==> config.mk <==
export PLATFORM = sky130hd
export DESIGN_NAME = lsu
export DESIGN_NICKNAME = d
export VERILOG_FILES = /design/src/rtl/lsu_pkg.sv /design/src/rtl/lsu_load_ext.sv /design/src/rtl/lsu.sv
export SDC_FILE = /design/constraint.sdc
export NUM_CORES = 1
export LEC_CHECK = 0
export ABC_CLOCK_PERIOD_IN_PS = 3500
export CAP_MARGIN = 20
export CORE_MARGIN = 2
export CORE_UTILIZATION = 45
export CTS_CLUSTER_DIAMETER = 50
export DETAILED_ROUTE_END_ITERATION = 8
export GPL_ROUTABILITY_DRIVEN = 1
export GPL_TIMING_DRIVEN = 0
export PLACE_DENSITY_LB_ADDON = 0.08
export SYNTH_ARGS = -nofsm -noshare
export SYNTH_HDL_FRONTEND = slang
export SYNTH_HIERARCHICAL = 1
export SYNTH_SLANG_ARGS = --single-unit
==> constraint.sdc <==
create_clock -name clk -period 3.5 [get_ports clk]
set_input_delay 0.7 -clock clk [delete_from_list [all_inputs] [get_ports clk]]
set_output_delay 0.7 -clock clk [all_outputs]
set_load 0.05 [all_outputs]
==> src/rtl/lsu_pkg.sv <==
// Shared definitions for the MEM-stage load/store unit.
//   - funct3 width/sign encodings (F3_B, F3_H, F3_W, F3_BU, F3_HU)
//   - FSM state enum lsu_state_e {IDLE, BUS, DONE}
//   - wstrb_f: byte-enable pattern for a store of a given width at a byte offset
package lsu_pkg;

  localparam logic [2:0] F3_B  = 3'd0;
  localparam logic [2:0] F3_H  = 3'd1;
  localparam logic [2:0] F3_W  = 3'd2;
  localparam logic [2:0] F3_BU = 3'd4;
  localparam logic [2:0] F3_HU = 3'd5;

  typedef enum logic [1:0] {
    IDLE = 2'd0,
    BUS  = 2'd1,
    DONE = 2'd2
  } lsu_state_e;

  // Store byte enables; any funct3 other than byte/half is a full word.
  function automatic logic [3:0] wstrb_f(input logic [2:0] funct3, input logic [1:0] lo);
    case (funct3)
      F3_B:    wstrb_f = 4'b0001 << lo;
      F3_H:    wstrb_f = lo[1] ? 4'b1100 : 4'b0011;
      default: wstrb_f = 4'b1111;
    endcase
  endfunction

endpackage

==> src/rtl/lsu_load_ext.sv <==
// Load data extraction: selects the addressed byte/halfword lane of a bus word
// and sign- or zero-extends it to XLEN.
//   word   : raw bus read word
//   lo     : byte offset within the word (addr[1:0])
//   funct3 : load width/sign field; unsupported encodings return the full word
//   result : extended load value
module lsu_load_ext
  import lsu_pkg::*;
#(
  parameter int unsigned XLEN = 32
) (
  input  logic [XLEN-1:0] word,
  input  logic [1:0]      lo,
  input  logic [2:0]      funct3,
  output logic [XLEN-1:0] result
);

  logic [7:0]  byte_v;
  logic [15:0] half_v;

  // Lane select by right shift; halfwords only look at addr[1].
  assign byte_v = 8'(word >> {lo, 3'b000});
  assign half_v = 16'(word >> {lo[1], 4'b0000});

  always_comb begin
    result = word;
    case (funct3)
      F3_B:    result = {{(XLEN-8){byte_v[7]}}, byte_v};
      F3_BU:   result = {{(XLEN-8){1'b0}}, byte_v};
      F3_H:    result = {{(XLEN-16){half_v[15]}}, half_v};
      F3_HU:   result = {{(XLEN-16){1'b0}}, half_v};
      default: result = word;
    endcase
  end

endmodule

==> src/rtl/lsu.sv <==
// MEM-stage load/store unit: one valid/ready bus transaction per request,
// stalling the pipeline until completion.
//   clk, rst_n            : clock, synchronous active-low reset
//   req_*                 : request from MEM stage (held while stall=1 and through done)
//   stall                 : combinational pipeline freeze
//   done                  : one-cycle completion pulse
//   rdata                 : extended load result, held until the next load completes
//   misalign              : misaligned-access flag, pulses with done
//   mem_*                 : data-memory bus (word-aligned address, byte strobes)
// Build option: LSU_MISALIGN_TRAP_EN - misaligned half/word accesses skip the
// bus and complete immediately with misalign=1; otherwise low address bits
// beyond the access width are ignored and misalign is tied 0.
module lsu
  import lsu_pkg::*;
#(
  parameter int unsigned XLEN = 32
) (
  input  logic            clk,
  input  logic            rst_n,
  input  logic            req_valid,
  input  logic            req_we,
  input  logic [2:0]      req_funct3,
  input  logic [XLEN-1:0] req_addr,
  input  logic [XLEN-1:0] req_wdata,
  output logic            stall,
  output logic            done,
  output logic [XLEN-1:0] rdata,
  output logic            misalign,
  output logic            mem_valid,
  input  logic            mem_ready,
  output logic            mem_we,
  output logic [XLEN-1:0] mem_addr,
  output logic [3:0]      mem_wstrb,
  output logic [XLEN-1:0] mem_wdata,
  input  logic [XLEN-1:0] mem_rdata
);

  localparam logic [1:0] ST_IDLE = IDLE;
  localparam logic [1:0] ST_BUS  = BUS;
  localparam logic [1:0] ST_DONE = DONE;

  logic [1:0]      state, state_nxt;
  logic            we_q, we_nxt;
  logic [2:0]      f3_q, f3_nxt;
  logic [1:0]      lo_q, lo_nxt;
  logic            done_nxt, misalign_nxt, mem_valid_nxt, mem_we_nxt;
  logic [XLEN-1:0] rdata_nxt, mem_addr_nxt, mem_wdata_nxt;
  logic [3:0]      mem_wstrb_nxt;
  logic [XLEN-1:0] ld_result;
  logic [XLEN-1:0] wdata_rep;
  logic            req_misalign;

  lsu_load_ext #(.XLEN(XLEN)) u_load_ext (
    .word   (mem_rdata),
    .lo     (lo_q),
    .funct3 (f3_q),
    .result (ld_result)
  );

  // Replicate store data across all lanes it may land in.
  always_comb begin
    case (req_funct3)
      F3_B:    wdata_rep = {(XLEN/8){req_wdata[7:0]}};
      F3_H:    wdata_rep = {(XLEN/16){req_wdata[15:0]}};
      default: wdata_rep = req_wdata;
    endcase
  end

`ifdef LSU_MISALIGN_TRAP_EN
  logic is_byte, is_half;
  // BU/HU encodings are only byte/half for loads; stores treat them as words.
  assign is_byte = (req_funct3 == F3_B) || (!req_we && (req_funct3 == F3_BU));
  assign is_half = (req_funct3 == F3_H) || (!req_we && (req_funct3 == F3_HU));
  assign req_misalign = is_half ? req_addr[0] : (!is_byte && (req_addr[1:0] != 2'b00));
`else
  assign req_misalign = 1'b0;
`endif

  // Next-state and registered-output logic.
  always_comb begin
    state_nxt     = state;
    we_nxt        = we_q;
    f3_nxt        = f3_q;
    lo_nxt        = lo_q;
    done_nxt      = 1'b0;
    misalign_nxt  = 1'b0;
    rdata_nxt     = rdata;
    mem_valid_nxt = mem_valid;
    mem_we_nxt    = mem_we;
    mem_addr_nxt  = mem_addr;
    mem_wstrb_nxt = mem_wstrb;
    mem_wdata_nxt = mem_wdata;
    stall         = 1'b0;
    case (state)
      ST_IDLE: begin
        stall = req_valid;
        if (req_valid) begin
          we_nxt = req_we;
          f3_nxt = req_funct3;
          lo_nxt = req_addr[1:0];
          if (req_misalign) begin
            state_nxt    = ST_DONE;
            done_nxt     = 1'b1;
            misalign_nxt = 1'b1;
          end else begin
            state_nxt     = ST_BUS;
            mem_valid_nxt = 1'b1;
            mem_we_nxt    = req_we;
            mem_addr_nxt  = {req_addr[XLEN-1:2], 2'b00};
            mem_wstrb_nxt = req_we ? wstrb_f(req_funct3, req_addr[1:0]) : 4'b0000;
            mem_wdata_nxt = req_we ? wdata_rep : '0;
          end
        end
      end
      ST_BUS: begin
        stall = 1'b1;
        if (mem_ready) begin
          state_nxt     = ST_DONE;
          mem_valid_nxt = 1'b0;
          done_nxt      = 1'b1;
          if (!we_q) rdata_nxt = ld_result;
        end
      end
      ST_DONE: begin
        // Requester is still presenting the completing op; do not restart.
        state_nxt = ST_IDLE;
      end
      default: state_nxt = ST_IDLE;
    endcase
  end

  // State and output registers.
  always_ff @(posedge clk) begin
    if (!rst_n) begin
      state     <= ST_IDLE;
      we_q      <= 1'b0;
      f3_q      <= 3'd0;
      lo_q      <= 2'd0;
      done      <= 1'b0;
      misalign  <= 1'b0;
      rdata     <= '0;
      mem_valid <= 1'b0;
      mem_we    <= 1'b0;
      mem_addr  <= '0;
      mem_wstrb <= 4'b0000;
      mem_wdata <= '0;
    end else begin
      state     <= state_nxt;
      we_q      <= we_nxt;
      f3_q      <= f3_nxt;
      lo_q      <= lo_nxt;
      done      <= done_nxt;
      misalign  <= misalign_nxt;
      rdata     <= rdata_nxt;
      mem_valid <= mem_valid_nxt;
      mem_we    <= mem_we_nxt;
      mem_addr  <= mem_addr_nxt;
      mem_wstrb <= mem_wstrb_nxt;
      mem_wdata <= mem_wdata_nxt;
    end
  end

endmodule

# Yosys cells after proc, flatten, opt, wreduce, memory -nomap -nowiden
# Index checks and enable logic that the tools add are counted.
# classes
n_eq_ne,7
shifts,3
n_mux,14
bitwise,1
n_reduce_logical,9
# ops
op,count
one-hot mux 32 bit (4 select lines),1
one-hot mux 32 bit (2 select lines),1
2-to-1 mux 32 bit,1
>> shifter 32 x 5 -> 16 bit,1
>> shifter 32 x 5 -> 8 bit,1
2-to-1 mux 4 bit,2
one-hot mux 4 bit (2 select lines),1
== test 3 x 1 -> 1 bit (second input constant),2
== test 3 bit (second input constant),2
zero test 3 bit,2
AND reduction 2 bit,3
AND reduction 3 bit,2
2-to-1 mux 2 bit,2
inequality test 2 bit (second input constant),2
one-hot mux 1 bit (2 select lines),2
one-hot mux 2 bit (2 select lines),1
left shift 1 x 2 -> 4 bit (first input constant),1
2-to-1 mux 1 bit,3
== test 2 x 1 -> 1 bit (second input constant),1
zero test 2 bit,1
nonzero test 2 bit,1
inverter 1 bit,1
# totals
reg_bits,108
out_inout_bits,105

# Depth between registers and ports, before layout
# Gate-level depths: netlist (run 1).
# logic_depth
ltp_word,3
depth_mapped,8
depth_no_buf,6

# Modules after synthesis
# The synthesis (run 1) kept the hierarchy.
# modules_own_cells
module,n_inst,cells_each,area_per_inst_um2
lsu,1,507,4095.2
lsu_load_ext,1,109,628.1

# Worst setup path after synthesis (run 1)
# No wires, ideal clock.
# synth_timing
path_kind,input-to-output
startpoint,input req_valid
endpoint,output stall
arrival_ns,1.384
required_ns,2.800
path_slack_ns,1.416
stages,2
n_path_buf,0
path_cell_list,nor2_1 -> nor2_1
# synth_via
elab_chain_cells,1
# synth_rtl
element,line_no,source
from (decl),lsu.sv:20,"input logic req_valid,"
one-hot mux 1 bit (2 select lines),lsu.sv:94,case (state)
to (decl),lsu.sv:25,"output logic stall,"
# Every way passes these cells.

# Final worst setup path (run 1)
# Same ends and word-level chain as after synthesis.

==> results_dict.tcl, run 1 <==
set metrics [dict create \
    hp-start "rdata[10]$_SDFFE_PN0P_" \
    r2r_slack_ns 1.53 \
    fmax_mhz 344 \
    stdcell_area_um2 7130 \
    dr_total_vias 5055 \
    n_antenna_cell 0 \
    utilization_pct 69.4 \
    netlist_instances 616 \
    seq_power_share_pct 46.0 \
    maxSlewHeadroom_pct 62.0 \
    drive_gt1_share_pct 7.53 \
    path_clk_slew_ns 0.09 \
    synthArstFlopShare_pct 0 \
    holdWs_ns 0.459 \
    clk_path_buf_depth 2 \
    min_period_ns 2.90 \
    seq_area_frac_synth_pct 45.8 \
    timing.rr.end "rdata[22]$_SDFFE_PN0P_" \
    cts_sinks 108 \
    ir_drop_uv 253 \
    post_cts_buffers 0 \
    die_x_um 106 \
    place_hpwl_mm 11.8 \
    yosys.area.top_type_share_pct 45.8 \
    avgSynthCellArea_um2 7.67 \
    initial_core_util_pct 46.0 \
    worst-setup-path-type "in2out" \
    postCtsHoldBufs 0 \
    layout_commonest_cell "clkdlybuf4s50_1" \
    p_int_mw 1.94 \
    p_comb_share_pct 28.7 \
    fp.coreArea_um2 10300 \
    syn-cell-area_um2 4720 \
    clkPwrFrac_pct 25.3 \
    post_cts_resized 0 \
    ant_nets 0 \
    setup_viol 0 \
    fin_tns_setup_ns 0 \
    status "finished clean" \
    drc 0 \
    yosys_most_used_dff "dfxtp_1" \
    fin_worst_skew_ns 0.00852 \
    grt_pass1_wl_mm 23.6 \
    htreeDepth 3 \
    grt_use_total_pct 26.3 \
    clk_latency_ns 0.37 \
    wl_per_cell_um 15.6 \
    maxCapViolCount 0 \
    yosys_warnings 6 \
    critPathRequiredTime_ns 2.80 \
    critPathCaptureType "output pin" \
    grt_max_degree 17 \
    numCtsBuffers 9 \
    synth_area_leaders "dfxtp_1 (46%), nand2_1 (16%), a21oi_1 (8.8%), a22oi_1 (3.2%), o21ai_0 (3.2%)" \
    gp_congestion 0.894 \
    drv_slew 0 \
    rr_startpoint "lo_q[0]$_SDFFE_PN0P_" \
    viasPerCell 5.20 \
    power_density_nw_per_um2 408 \
    p_leak_nw 2.61 \
    dieArea_um2 11300 \
    synth_edf_count 0 \
    net-switching-power_mw 0.965 \
    place_area_um2 6940 \
    fin_crit_sh_pct 82.9 \
    whs_path_depth 2 \
    p_sw_share_pct 33.2 \
    drt_iter0_drc 293 \
    wl_mm 15.2 \
    worstPathMaxFanout 3 \
    portBuffers 204 \
    hold_viol 0 \
    crit_arrival_ns 2.20 \
    grt_pass1_vias 4730 \
    r2r_cells 7 \
    synth_area_leader_cell "dfxtp_1" \
    cts-root-buf "clkbuf_8" \
    start_kind "primary input" \
    rows 37 \
    min_path_type "reg2reg" \
    ys_seq_elements 108 \
    die_h_um 106 \
    rsz0062_at_grt "no" \
    synth.distinct_cells 35 \
    final_cell_mix "clkdlybuf4s50_1 (204), nand2_1 (202), dfxtp_1 (108)" \
    overflow 0 \
    tritoncts "done" \
    antenna_found_initial 0 \
    syn_to_final_growth_pct 50.9 \
    pin_count 209 \
    report.power.total_mw 2.91 \
    drt_first_pass_iters 5 \
    worstMarginPinSlew_ns 0.570 \
    holdPathEnd "rdata[10]$_SDFFE_PN0P_" \
    nets 937 \
]
## power groups by stage
| stage | Sequential [mW] | Combinational, mW | Clock [mW] |
|---|---|---|---|
| after floorplan | 1.57 | 0.286 | 0 |
| after global placement | 1.36 | 0.824 | 0 |
| after detailed placement | 1.36 | 0.830 | 0 |
| after CTS | 1.34 | 0.834 | 0.747 |
| after global routing | 1.34 | 0.891 | 0.791 |
| final | 1.34 | 0.835 | 0.736 |
## registers in the layout, indices dropped and copies added, names as in the netlist
signal     flops
f3_q           3
state          2
lo_q           2
mem_addr      30
rdata         32
mem_wdata     32
mem_wstrb      4
mem_valid      1
we_q           1
done           1
## synthesized netlist by cell type, types with 2 or more instances
cell type and number:
mux2i_1 12, buf_2 19, nand3b_1 2, dfxtp_1 108, clkbuf_1 21, buf_1 2, o21bai_1 2, inv_1 4
o21ai_0 30, nor3b_4 2, nand2_1 202, nor2_1 23, nand3_1 25, nand2_2 2, a22oi_1 20, o211ai_1 2
mux2_2 13, buf_6 4, nand2b_1 2, nor2b_1 6, buf_4 4, o21ai_1 16, a21oi_1 83
## through the flow
stage / cells / worst slack, ns
6_report: 973 / 0.597
2_1_floorplan: 618 / 1.42
3_5_place_dp: 958 / 0.607
5_1_grt: 973 / 0.503
4_1_cts: 973 / 0.593
3_3_place_gp: 958 / 0.610
## area by class of cell
class                           count  area, um^2
Clock inverter                      2        16.3
Tap cell                          136         170
Fill cell                         932        3150
Buffer                             50         256
Multi-Input combinational cell    456        2300
Clock buffer                       13         169
Inverter                            4        15.0
Sequential cell                   108        2160
Timing Repair Buffer              204        2040
## routing by layer
layer  GRT usage [%]  wire, um  up-vias
met3            7.66      1480       27
met4            8.81       354        0
li1                -         -     2482
met2            43.3      6930      220
met5               0         0        -
met1            33.2      6400     2326
## worst max-delay path, stage by stage
cell,delay (ns)
clkdlybuf4s50_1,0.50
nor2_1,0.07
nor2_1,0.10
clkdlybuf4s50_1,0.83
## kinds of logic (layout without fill, tap and decap cells)
logic type	Yosys count	in the layout	share of synthesized area [%]
AO/OA/AOI/OAI	157	157	18.4
buffers and inverters	54	273	5.75
flip-flops	108	108	45.8
multiplexers	26	26	6.12
other	1	3	0.0794
AND/OR/NAND/NOR	270	270	23.8
## worst max-delay path by stage
| stage | from | endpoint | slack (ns) | depth (start not counted) |
|---|---|---|---|---|
| final | req_valid | stall | 0.60 | 4 |
| after global routing | req_valid | stall | 0.50 | 4 |
| after CTS | req_valid | stall | 0.59 | 4 |
| after detailed placement | req_valid | stall | 0.61 | 4 |
| after global placement | req_valid | stall | 0.61 | 4 |
| after floorplan | req_valid | stall | 1.42 | 2 |
(Power assumes the default switching activity.)
==> run 2, diff against run 1 <==
--- a/config.mk
+++ b/config.mk
@@ -5,10 +5,10 @@
 export SDC_FILE = /design/constraint.sdc
 export NUM_CORES = 1
 export LEC_CHECK = 0
-export ABC_CLOCK_PERIOD_IN_PS = 3500
+export ABC_CLOCK_PERIOD_IN_PS = 2400
 export CAP_MARGIN = 20
 export CORE_MARGIN = 2
-export CORE_UTILIZATION = 45
+export CORE_UTILIZATION = 38
 export CTS_CLUSTER_DIAMETER = 50
 export DETAILED_ROUTE_END_ITERATION = 8
 export GPL_ROUTABILITY_DRIVEN = 1
==> constraint.sdc (replaced) <==
create_clock -name clk -period 2.4 [get_ports clk]
set_input_delay 0.48 -clock clk [delete_from_list [all_inputs] [get_ports clk]]
set_output_delay 0.48 -clock clk [all_outputs]
set_load 0.05 [all_outputs]
==> results_dict.tcl, run 2 (synthesis results as in run 1) <==
set metrics [dict create \
    timing.rr.end "rdata[22]$_SDFFE_PN0P_" \
    drc 0 \
    crit_arrival_ns 1.68 \
    htreeDepth 3 \
    cpMostUsedCell "nor2_1" \
    ir_drop_uv 421 \
    fp.coreArea_um2 12100 \
    worstPathMaxFanout 3 \
    dr_total_vias 5064 \
    p_leak_nw 2.65 \
    cts_sinks 108 \
    multiInputGateArea_um2 2300 \
    portBuffers 204 \
    drt_first_pass_iters 5 \
    min_period_ns 2.16 \
    holdWs_ns 0.452 \
    min_path_type "reg2reg" \
    place_hpwl_mm 12.1 \
    overflow 0 \
    p_sw_share_pct 32.0 \
    post_cts_buffers 0 \
    status "finished clean" \
    gp_congestion 0.867 \
    place_area_um2 6980 \
    rr_startpoint "lo_q[0]$_SDFFE_PN0P_" \
    viasPerCell 5.04 \
    n_antenna_cell 0 \
    rows 40 \
    numCtsBuffers 9 \
    ant_nets 0 \
    p_comb_share_pct 26.8 \
    dieArea_um2 13300 \
    critPathCaptureType "output pin" \
    start_kind "primary input" \
    slowest_stage "dlygate4sd2_1" \
    grt_use_total_pct 23.1 \
    holdPathEnd "mem_wdata[2]$_SDFFE_PN0P_" \
    grt_busiest_layer "met2" \
    grtUsageMet1_pct 28.8 \
    clkPwrFrac_pct 30.4 \
    wl_per_cell_um 15.5 \
    crit_path_cell_trace "clkdlybuf4s50_1 > nor2_1 > nor2_1 > dlygate4sd2_1" \
    regArea_um2 2160 \
    worstMarginPinSlew_ns 0.581 \
    fin_crit_sh_pct 89.8 \
    power_density_nw_per_um2 627 \
    maxSlewHeadroom_pct 61.2 \
    seq_power_share_pct 42.8 \
    tritoncts "done" \
    clk_latency_ns 0.35 \
    crit_path_start "req_valid" \
    drive_gt1_share_pct 7.53 \
    maxCapViolCount 0 \
    fmax_mhz 464 \
    syn_to_final_growth_pct 53.5 \
    pin_count 209 \
    drv_slew 0 \
    whs_path_depth 2 \
    post-place-ws_ns -0.0893 \
    layout_commonest_cell "clkdlybuf4s50_1" \
    cpPeakStageDelay_ns 0.56 \
    die_h_um 115 \
    p_int_mw 3.09 \
    reg_top3 "mem_wdata (32), rdata (32), mem_addr (30)" \
    final_cell_mix "clkdlybuf4s50_1 (203), nand2_1 (202), dfxtp_1 (108)" \
    nFillCells 1150 \
    hp-start "mem_wdata[2]$_SDFFE_PN0P_" \
    hold_viol 0 \
    grt_pass1_vias 4869 \
    setup_viol 0 \
    fin_tns_setup_ns 0 \
    r2r_cells 7 \
    antenna_found_initial 0 \
    r2r_slack_ns 0.45 \
    grt_pass1_wl_mm 24.0 \
    wl_mm 15.6 \
    grt.met3_usage_pct 7.27 \
    cts-root-buf "clkbuf_16" \
    stdcell_area_um2 7250 \
    net-switching-power_mw 1.45 \
    fin_ws_ns 0.245 \
    critPathRequiredTime_ns 1.92 \
    die_x_um 115 \
    clk_path_buf_depth 2 \
    rsz0062_at_grt "no" \
    grt_max_degree 17 \
    initial_core_util_pct 39.2 \
    drt_iter0_drc 263 \
    path_clk_slew_ns 0.07 \
    nets 937 \
    fin_worst_skew_ns 0.00699 \
    report.power.total_mw 4.55 \
    worst-setup-path-type "in2out" \
    use_met2_pct 37.3 \
]
## run 2: changes by cell type in the layout (fill, tap and decap cells not counted)
cell and change:
dlygate4sd2_1 +1, clkinv_4 +1, clkbuf_16 +9, inv_6 -1, clkdlybuf4s50_1 -1, clkbuf_8 -11, clkinv_2 +2
## run 2: per-stage QoR
step           utilization, %  cells
5_1_grt                  60.1   1005
3_3_place_gp             57.9    990
4_1_cts                  60.1   1005
6_report                 60.1   1005
3_5_place_dp             57.9    990
2_1_floorplan               -    618
## run 2: layer usage
layer	share of wire (%)	up-vias	wire, um
li1	-	2492	-
met5	0	-	0
met3	8.7	25	1360
met4	2.0	0	306
met2	46	198	7220
met1	43	2349	6740
## run 2: power groups by stage
stage,sequential [mW],clock [mW],combinational [mW]
after CTS,1.95,1.42,1.22
after floorplan,2.29,0,0.418
after global routing,1.96,1.49,1.30
final,1.95,1.38,1.22
after global placement,1.98,0,1.21
after detailed placement,1.99,0,1.22
## run 2: area by class of cell
class	instances	area share (%)
multi-input combinational	456	31.7
buffer	50	3.54
timing repair buffer	204	28.1
tap	168	2.90
clock buffer	11	3.35
sequential	108	29.8
inverter	4	0.207
clock inverter	4	0.362
## run 2: critical path, delay by kind of cell
| family | cells | cell delay, ns |
|---|---|---|
| buffers and inverters | 2 | 1.05 |
| and+or+nand+nor | 2 | 0.14 |
## run 2: timing repair
item,4_1_cts,5_1_grt
hold buffers,0,0
resized for setup,1,0
endpoints found under the setup margin,1,0
## run 2: worst max path at each step
stage / end / slack (ns) / depth (start not counted)
after detailed placement: rdata[20]$_SDFFE_PN0P_ / -0.09 / 8
after global routing: rdata[24]$_SDFFE_PN0P_ / 0.19 / 8
final: stall / 0.24 / 4
after global placement: rdata[24]$_SDFFE_PN0P_ / -0.06 / 8
after floorplan: rdata[20]$_SDFFE_PN0P_ / 0.61 / 7
after CTS: stall / 0.23 / 4
==> run 3, diff against run 2 <==
--- a/config.mk
+++ b/config.mk
@@ -5,10 +5,10 @@
 export SDC_FILE = /design/constraint.sdc
 export NUM_CORES = 1
 export LEC_CHECK = 0
-export ABC_CLOCK_PERIOD_IN_PS = 2400
+export ABC_CLOCK_PERIOD_IN_PS = 2300
 export CAP_MARGIN = 20
 export CORE_MARGIN = 2
-export CORE_UTILIZATION = 38
+export CORE_UTILIZATION = 42
 export CTS_CLUSTER_DIAMETER = 50
 export DETAILED_ROUTE_END_ITERATION = 8
 export GPL_ROUTABILITY_DRIVEN = 1
==> constraint.sdc (replaced) <==
create_clock -name clk -period 2.3 [get_ports clk]
set_input_delay 0.46 -clock clk [delete_from_list [all_inputs] [get_ports clk]]
set_output_delay 0.46 -clock clk [all_outputs]
set_load 0.05 [all_outputs]
==> results_dict.tcl, run 3 (synthesis results as in run 1) <==
set metrics [dict create \
    status "finished clean" \
    wl_mm 15.4 \
    viasPerCell 5.13 \
    worst-setup-path-type "in2reg" \
    tritoncts "done" \
    drv_slew 0 \
    report.power.total_mw 4.62 \
    nets 937 \
    die_h_um 110 \
    wl_per_cell_um 15.8 \
    stdcell_area_um2 7170 \
    ir_drop_uv 376 \
    gp_congestion 0.884 \
    place_area_um2 6950 \
    portBuffers 204 \
    grt_use_total_pct 25.3 \
    fmax_mhz 460 \
    reg_top3 "mem_wdata (32), rdata (32), mem_addr (30)" \
    maxSlewHeadroom_pct 62.1 \
    place_hpwl_mm 11.9 \
    rows 38 \
    crit_arrival_ns 2.43 \
    cpPeakStageDelay_ns 0.60 \
    fin_crit_sh_pct 94.6 \
    r2r_slack_ns 0.28 \
    min_path_type "reg2reg" \
    crit_path_cell_trace "clkdlybuf4s50_1 > mux4_2 > nor3b_4 > o21bai_4 > buf_6 > nand2_1 > nand2_1 > a21oi_1" \
    final_cell_mix "clkdlybuf4s50_1 (203), nand2_1 (202), dfxtp_1 (108)" \
    rsz0062_at_grt "no" \
    overflow 0 \
    dieArea_um2 12100 \
    p_leak_nw 2.63 \
    grt_max_degree 18 \
    pin_count 209 \
    drc 0 \
    worstPathMaxFanout 10 \
    hold_viol 0 \
    layout_commonest_cell "clkdlybuf4s50_1" \
    cts-root-buf "clkbuf_8" \
    worstMarginPinSlew_ns 0.567 \
    fp.coreArea_um2 10900 \
    die_x_um 110 \
    path_clk_slew_ns 0.10 \
    initial_core_util_pct 43.4 \
    fin_worst_skew_ns 0.00669 \
    clk_latency_ns 0.38 \
    utilization_pct 65.9 \
    start_kind "primary input" \
    clk_path_buf_depth 2 \
    dr_total_vias 5016 \
    min_period_ns 2.18 \
    critPathRequiredTime_ns 2.55 \
    layout.cells.non_filler 978 \
    ant_nets 0 \
    antenna_found_initial 0 \
    htreeDepth 3 \
    grt_pass1_wl_mm 23.5 \
    cpMostUsedCell "nand2_1" \
    drive_gt1_share_pct 7.76 \
    maxCapViolCount 0 \
    n_antenna_cell 0 \
    drt_first_pass_iters 5 \
    placedCellCount 962 \
    critPathCaptureType "flip-flop" \
    cts_sinks 108 \
    numCtsBuffers 9 \
    power_density_nw_per_um2 644 \
    drt_iter0_drc 257 \
    grt_pass1_vias 4738 \
    setup_viol 0 \
    slowest_stage "mux4_2" \
    nFillCells 988 \
    syn_to_final_growth_pct 51.8 \
]
[run 3: cell types whose count changed in the layout (fill, tap and decap cells not counted)]
| cell | delta |
|---|---|
| clkbuf_8 | +9 |
| inv_6 | +1 |
| bufinv_16 | +2 |
| clkbuf_16 | -9 |
| clkbuf_1 | -1 |
| clkinv_4 | -1 |
[run 3: path summary, 6_finish.rpt]
| kind | start | endpoint | depth (start not counted) |
|---|---|---|---|
| max | mem_rdata[31] | rdata[22]$_SDFFE_PN0P_ | 8 |
| max reg2reg | lo_q[0]$_SDFFE_PN0P_ | rdata[22]$_SDFFE_PN0P_ | 7 |
| min reg2reg | rdata[8]$_SDFFE_PN0P_ | rdata[8]$_SDFFE_PN0P_ | 2 |
| min | rdata[8]$_SDFFE_PN0P_ | rdata[8]$_SDFFE_PN0P_ | 2 |
[run 3: layout make-up]
type,count,area (um^2),area share [%]
plain buffers,50,256,3.58
repair buffers,204,2040,28.5
well taps,140,175,2.44
inverters,4,15.0,0.209
flip-flops and latches,108,2160,30.2
clock buffers,10,138,1.92
clock inverters,6,86.3,1.20
multi-input cells,456,2300,32.0
[run 3: critical path, delay by kind of cell]
family                 cells  cell delay, ns
AOI/OAI and AO/OA          2            0.33
buffers and inverters      2            0.69
muxes                      1            0.60
and+or+nand+nor            3            0.34
[run 3: through the flow]
| step | hold WS (ns) | setup WS (ns) | TNS (ns) |
|---|---|---|---|
| after floorplan | 0.446 | 0.530 | 0 |
| after global placement | 0.439 | -0.226 | -2.49 |
| after detailed placement | 0.445 | -0.224 | -2.47 |
| after CTS | 0.451 | 0.147 | 0 |
| after global routing | 0.477 | 0.0704 | 0 |
| final | 0.458 | 0.125 | 0 |
[run 3: timing repair]
item / 4_1_cts / 5_1_grt
gates resized for setup: 1 / 0
hold buffers: 0 / 0
setup buffers: 0 / 0
setup endpoints to repair: 1 / 0
[run 3: where the power goes]
group	leakage, nW	internal, mW	switching (mW)	total, mW
registers	0.881	1.97	0.0613	2.03
logic	1.64	0.500	0.776	1.28
clock network	0.113	0.643	0.669	1.31
total	2.63	3.11	1.51	4.62
[run 3: routing by layer]
layer  wire [um]  track usage, %  part of all wire, %  up-vias
met3        1270            6.94                  8.2       29
met1        6810            32.8                   44     2301
met4         317            8.32                  2.1        0
met5           0               0                    0        -
met2        7030            40.6                   46      194
li1            -               -                    -     2492
